`config.mk`:
```
export PLATFORM = sky130hd
export DESIGN_NAME = add_sub_serial
export DESIGN_NICKNAME = d
export VERILOG_FILES = /design/src/rtl/add_sub_serial.sv
export SDC_FILE = /design/constraint.sdc
export NUM_CORES = 1
export LEC_CHECK = 0
export CAP_MARGIN = 5
export CORE_MARGIN = 2
export CORE_UTILIZATION = 30
export DETAILED_ROUTE_END_ITERATION = 8
export PLACE_DENSITY = 0.47
export SLEW_MARGIN = 30
export SYNTH_ARGS = -nofsm -noshare
export SYNTH_HDL_FRONTEND = slang
export SYNTH_SLANG_ARGS = --single-unit
export TNS_END_PERCENT = 100
```
`constraint.sdc`:
```
create_clock -name clk -period 3.7 [get_ports clk]
set_clock_uncertainty 0.2 [all_clocks]
set_input_delay 0.555 -clock clk [delete_from_list [all_inputs] [get_ports clk]]
set_output_delay 0.555 -clock clk [all_outputs]
set_load 0.005 [all_outputs]
```
`src/rtl/add_sub_serial.sv`:
```
// add_sub_serial: signed add/subtract computed one SLICE_WIDTH slice per clock,
// with start/done handshake, registered result, overflow detection and optional saturation.
module add_sub_serial #(
    parameter int         DATA_WIDTH  = 16,
    parameter int         SLICE_WIDTH = 4,
    parameter logic [3:0] FUNC_ADD    = 4'b0010,
    parameter logic [3:0] FUNC_SUB    = 4'b0110
) (
    input  logic                  clk,
    input  logic                  reset,
    input  logic                  start,
    input  logic [DATA_WIDTH-1:0] A,
    input  logic [DATA_WIDTH-1:0] B,
    input  logic [3:0]            FuncCode,
    input  logic                  Saturate,
    output logic                  busy,
    output logic                  done,
    output logic [DATA_WIDTH-1:0] C,
    output logic                  OverflowFlag
);
    localparam int NSLICE = DATA_WIDTH / SLICE_WIDTH;
    localparam int IW     = NSLICE > 1 ? $clog2(NSLICE) : 1;
    localparam int MSB    = DATA_WIDTH - 1;

    typedef enum logic [1:0] {IDLE, RUN, FIN} state_t;

    state_t                state_q, state_d;
    logic [IW-1:0]         idx_q, idx_d;
    logic                  carry_q, carry_d;
    logic [DATA_WIDTH-1:0] a_q, a_d, b_q, b_d, r_q, r_d, c_q, c_d;
    logic                  sat_q, sat_d, ok_q, ok_d, of_q, of_d, done_q, done_d;
    logic [SLICE_WIDTH:0]  sum;
    logic                  ov, is_add, is_sub;

    assign is_add = FuncCode == FUNC_ADD;
    assign is_sub = FuncCode == FUNC_SUB;
    assign sum = {1'b0, a_q[idx_q*SLICE_WIDTH +: SLICE_WIDTH]}
               + {1'b0, b_q[idx_q*SLICE_WIDTH +: SLICE_WIDTH]}
               + {{SLICE_WIDTH{1'b0}}, carry_q};
    // b_q already holds ~B for subtraction, so one same-sign test covers both modes
    assign ov = (a_q[MSB] == b_q[MSB]) && (r_q[MSB] != a_q[MSB]);

    always_comb begin
        state_d = state_q;
        idx_d   = idx_q;
        carry_d = carry_q;
        a_d     = a_q;
        b_d     = b_q;
        r_d     = r_q;
        sat_d   = sat_q;
        ok_d    = ok_q;
        c_d     = c_q;
        of_d    = of_q;
        done_d  = 1'b0;
        case (state_q)
            IDLE: if (start) begin
                a_d     = A;
                b_d     = is_sub ? ~B : B;
                carry_d = is_sub;
                sat_d   = Saturate;
                ok_d    = is_add || is_sub;
                idx_d   = '0;
                r_d     = '0;
                state_d = (is_add || is_sub) ? RUN : FIN;
            end
            RUN: begin
                r_d[idx_q*SLICE_WIDTH +: SLICE_WIDTH] = sum[SLICE_WIDTH-1:0];
                carry_d = sum[SLICE_WIDTH];
                idx_d   = idx_q + 1'b1;
                state_d = (idx_q == IW'(NSLICE - 1)) ? FIN : RUN;
            end
            FIN: begin
                done_d  = 1'b1;
                of_d    = ok_q && ov;
                c_d     = !ok_q ? '0 :
                          (sat_q && ov) ? (a_q[MSB] ? {1'b1, {MSB{1'b0}}} : {1'b0, {MSB{1'b1}}}) :
                          r_q;
                state_d = IDLE;
            end
            default: state_d = IDLE;
        endcase
    end

    always_ff @(posedge clk or posedge reset) begin
        if (reset) begin
            state_q <= IDLE;
            idx_q   <= '0;
            carry_q <= 1'b0;
            a_q     <= '0;
            b_q     <= '0;
            r_q     <= '0;
            sat_q   <= 1'b0;
            ok_q    <= 1'b0;
            c_q     <= '0;
            of_q    <= 1'b0;
            done_q  <= 1'b0;
        end else begin
            state_q <= state_d;
            idx_q   <= idx_d;
            carry_q <= carry_d;
            a_q     <= a_d;
            b_q     <= b_d;
            r_q     <= r_d;
            sat_q   <= sat_d;
            ok_q    <= ok_d;
            c_q     <= c_d;
            of_q    <= of_d;
            done_q  <= done_d;
        end
    end

    assign busy         = state_q != IDLE;
    assign done         = done_q;
    assign C            = c_q;
    assign OverflowFlag = of_q;
endmodule
```
-- Yosys cells after proc, flatten, opt, wreduce, memory -nomap -nowiden
Cells that the tools add are included.
- add/sub/neg operators: 4
- $mul: 0
- divide/modulo/power cells: 0
- $lt $le $gt $ge: 0
- eq/ne operators: 8
- shift operators: 4
- multiplexer cells: 16
- bitwise operators: 1
- reductions and logical operators: 9
- operators by type and width (operator ; count):
    two-way mux 16 bit ; 5
    negator 4 -> 34 bit ; 1
    variable shift 4 x 34 -> 16 bit, first input constant ; 1
    indexed part select 4 x 34 -> 16 bit ; 1
    case mux 16 bit (2 select lines) ; 1
    indexed part select 16 x 5 -> 4 bit ; 2
    bitwise mux 16 bit ; 1
    inverter 16 bit ; 1
    two-way mux 2 bit ; 4
    case mux 2 bit (2 select lines) ; 2
    adder 4 x 4 -> 5 bit ; 1
    adder 5 x 1 -> 5 bit ; 1
    equality test 2 bit, second input constant ; 2
    equality test 4 x 2 -> 1 bit, second input constant ; 1
    equality test 4 x 3 -> 1 bit, second input constant ; 1
    AND reduction 2 bit ; 2
    nonzero test 2 bit ; 2
    logical AND 1 bit ; 3
    adder 2 x 1 -> 2 bit, second input constant ; 1
    equality test 2 x 1 -> 1 bit, second input constant ; 1
    zero test 2 bit ; 1
    two-way mux 1 bit ; 2
    inequality test 2 bit, second input constant ; 1
    case mux 1 bit (2 select lines) ; 1
    other kinds (3) ; 3
- flip-flop bits (word level): 73
- latch bits: 0
- RAM bits: 0
- memory bits (read-only): 0
- input bits: 40
- output and inout port bits: 19
- memories: 0

-- Logic depth before layout (Yosys ltp)
- depth in word-level cells: 6
- gate-level depth with buffers: 7
- mapped depth without buffers: 6

-- Worst setup path before layout
Ideal clock, no wire load.
- kind: register to register
- start point: register idx_q[0]
- end point: register carry_q
- setup time: 0.125 ns
- arrival: 2.470 ns
- required time: 3.375 ns
- setup slack: 0.905 ns
- stages on the path, launching flop included: 8
- clock period less this slack: 2.795 ns
- path through: dfrtp_1 buf_4 mux4_2 fa_1 fa_1 a21o_1 a211oi_1 nor3_1
- cells in the longest elaborated chain, start to end: 4
- elaborated cells on any way between the ends: 5
- those cells by class: add/sub (2); shift (2); mux (1)
- ends and longest elaborated chain (what ; line ; RTL):
    start, declared ; 28 ; logic [IW-1:0] idx_q, idx_d;
    start signal, assigned ; 99 ; idx_q <= idx_d;
    indexed part select 16 x 5 -> 4 bit, on equally long branches ; 37, 38 ;
    adder 4 x 4 -> 5 bit (*) ; 38 ; + {1'b0, b_q[idx_q*SLICE_WIDTH +: SLICE_WIDTH]}
    adder 5 x 1 -> 5 bit (*) ; 39 ; + {{SLICE_WIDTH{1'b0}}, carry_q};
    case mux 1 bit (2 select lines) (*) ; 55 ; case (state_q)
    end signal, assigned ; 100 ; carry_q <= carry_d;
    end, declared ; 29 ; logic carry_q, carry_d;
Every way passes the cells marked *; elsewhere a longest branch is shown, timed or not.
A chain may end at the register's enable or synchronous reset.

-- Worst setup path after layout
- start point: register idx_q[1]
- end point: register carry_q
Same word-level chain as after synthesis.

==> metrics.txt <==
outcome completed; die width 116 um; hold slack final 273 ps; Layout fillers 1258; R2R Setup Slk 850 ps; I/O Buffers 58; Syn Area/Cell 10.9 um2; Crit Path Max Fanout 11; most frequent CP cell fa_1; startpoint types flop; Synth area leaders dfrtp_1 48%, nand2_1 9.0%, mux4_2 4.8%, o21ai_2 3.7%, xnor2_1 3.7%; initial antenna violation count 0; H-tree depth 3; share of layout cells above drive strength 1 0.168; Synth top area share 0.482; Leak 2.01 nW; unrepaired setup endpoints after global routing no; number of diodes 0; Synth Instances 347; Finish-stage setup viols 0; Hold Fails Final Rpt 0; Max Slew Vio Count 0; sequential share of the synthesized area 0.482; Core Util, Final 0.379; first-pass GRT wire length 13.4 mm; post-CTS sizing 0; clk root buf clkbuf_16; Iter 0 DRT Violations 95; routed via count 2579; placed wire-length estimate 5.91 mm; DRT antenna net count 0; setup repair bufs after CTS 0; post-synthesis cell area 0.00379 mm2; Initial Util 0.304; core box area 0.0125 mm2; Final GP Congestion 0.769; leading cell type in the layout, fill and taps excluded nand2_1; worst min path class flop to flop; hold bufs inserted after CTS 0; crit path capture type flop; Yosys top cell by area dfrtp_1; vias in the first global route 2601; clock-pin slew on the worst setup and hold paths 60 ps; worst endpoint data arrival time 2850 ps; Final TNS setup 0 ps; crit share post-route 0.769; die footprint 0.0136 mm2; grt ovf 0; CTS tree built; Largest stage delay, worst path 610 ps; critical path class flop to flop; Avg WL per Cell 13.5 um; DRC viols 0; worst rel slew slack 0.516; Tmin final 2850 ps; flops & latches, synth 73; Die Height 116 um; Yosys warning count 0; WP data required 3710 ps; row cnt 41; Nets 449; io pins 59; Fmax achieved 351 MHz; Clk Latency, worst-skew pair 330 ps; CTS buffer count 9; Pwr per Cell Area 561 mW/mm2; Total Routing Usage GR 0.128; clock buffer depth 2; Unique masters post-synth 44; Slew @ Worst Pin 726 ps; most frequent cells in the layout 91 x nand2_1, 73 x dfrtp_1, 58 x clkdlybuf4s50_1; Cell Chain, Critical Path mux4_2, fa_1, fa_1, a21o_1, a211oi_1, nor3_1; Max Cap Viol 0; via/cell ratio 4.48; clock sink count 73; First-pass DRT Iterations 4; Mapped Nets 396; Area growth syn-to-layout 24.6%; overall power 2.65 mW; CP max-delay cell dfrtp_1; Max IR drop VDD 0.242 mV; final wirelength 7.78 mm; largest net degree at the start of global routing 41
## power by group
group          switching, mW  internal, mW
logic                  0.444         0.374
clock network          0.332         0.450
registers              0.121         0.931
## cell type report
cell class / count / area, um2 / area share
multi-input cells: 248 / 1780 / 0.376
flip-flops and latches: 73 / 1830 / 0.387
clock buffers: 9 / 225 / 0.0477
inverters: 5 / 20.0 / 0.00424
repair buffers: 63 / 618 / 0.131
well taps: 172 / 215 / 0.0456
clock inverters: 6 / 43.8 / 0.00927
## cells by family after synthesis
kind of cell / share of synthesized area
buffers and inverters: 0.0498
multiplexers: 0.0475
XOR/XNOR: 0.0393
AO/OA/AOI/OAI: 0.179
adder cells (fa/ha/maj): 0.0337
flip-flops: 0.482
AND/OR/NAND/NOR: 0.169
## stage by stage
step           area, um2  instances  worst slack [ps]
5_1_grt             4720        576               765
3_3_place_gp        4450        561               873
4_1_cts             4720        576               829
2_1_floorplan       3790        347               905
3_5_place_dp        4450        561               851
6_report            4720        576               855
## synthesized netlist by cell type (all sizes together)
cell	instances
clkbuf	4
a22o	12
and3b	2
nor3	2
a32o	4
xor2	1
nand2	92
nor3b	1
nand3	1
or2	1
fa	2
a21oi	4
buf	17
nand3b	1
nand2b	5
a21o	5
and4bb	2
nor2	19
nor4	1
o21ai	19
mux4	8
ha	7
o31ai	17
nor2b	1
a211oi	2
dfrtp	73
a2bb2oi	1
o21bai	1
nor4b	1
xnor2	16
or3b	3
a21boi	15
and3	2
inv	5
## metal layers
layer  global-route usage  wire length [um]  up-vias
met5                    0                 0        -
met1                0.174              3870     1211
met3               0.0311               327        8
li1                     -                 -     1309
met2                0.200              3500       51
met4               0.0460                82        0
## worst max-delay path: cells and delay by family, from the launching register on
kind | cells | cell delay [ps]
muxes | 1 | 580
adders and majority gates | 2 | 840
DFF | 1 | 610
AOI/OAI and AO/OA | 2 | 420
and+or+nand+nor | 1 | 70
## registers in the layout, indices dropped and copies added, names as in the netlist
register and count:
idx_q 2, C 16, done 1, OverflowFlag 1, state_q 2, ok_q 1
r_q 16, sat_q 1, carry_q 1, b_q 16, a_q 16
## path summary, 6_finish.rpt
path                                       endpoint            startpoint  depth (start not counted)
worst max register to register  carry_q$_DFFE_PP0P_  idx_q[1]$_DFFE_PP0P_                          6
worst min-delay path            b_q[14]$_DFFE_PP0P_   b_q[14]$_DFFE_PP0P_                          2
max in group asynchronous          C[1]$_DFFE_PP0P_                 reset                          3
worst min register to register  b_q[14]$_DFFE_PP0P_   b_q[14]$_DFFE_PP0P_                          2
worst max-delay path            carry_q$_DFFE_PP0P_  idx_q[1]$_DFFE_PP0P_                          6
min in group asynchronous         sat_q$_DFFE_PP0P_                 reset                          2
Note: power is estimated with default switching activity, not from simulation.
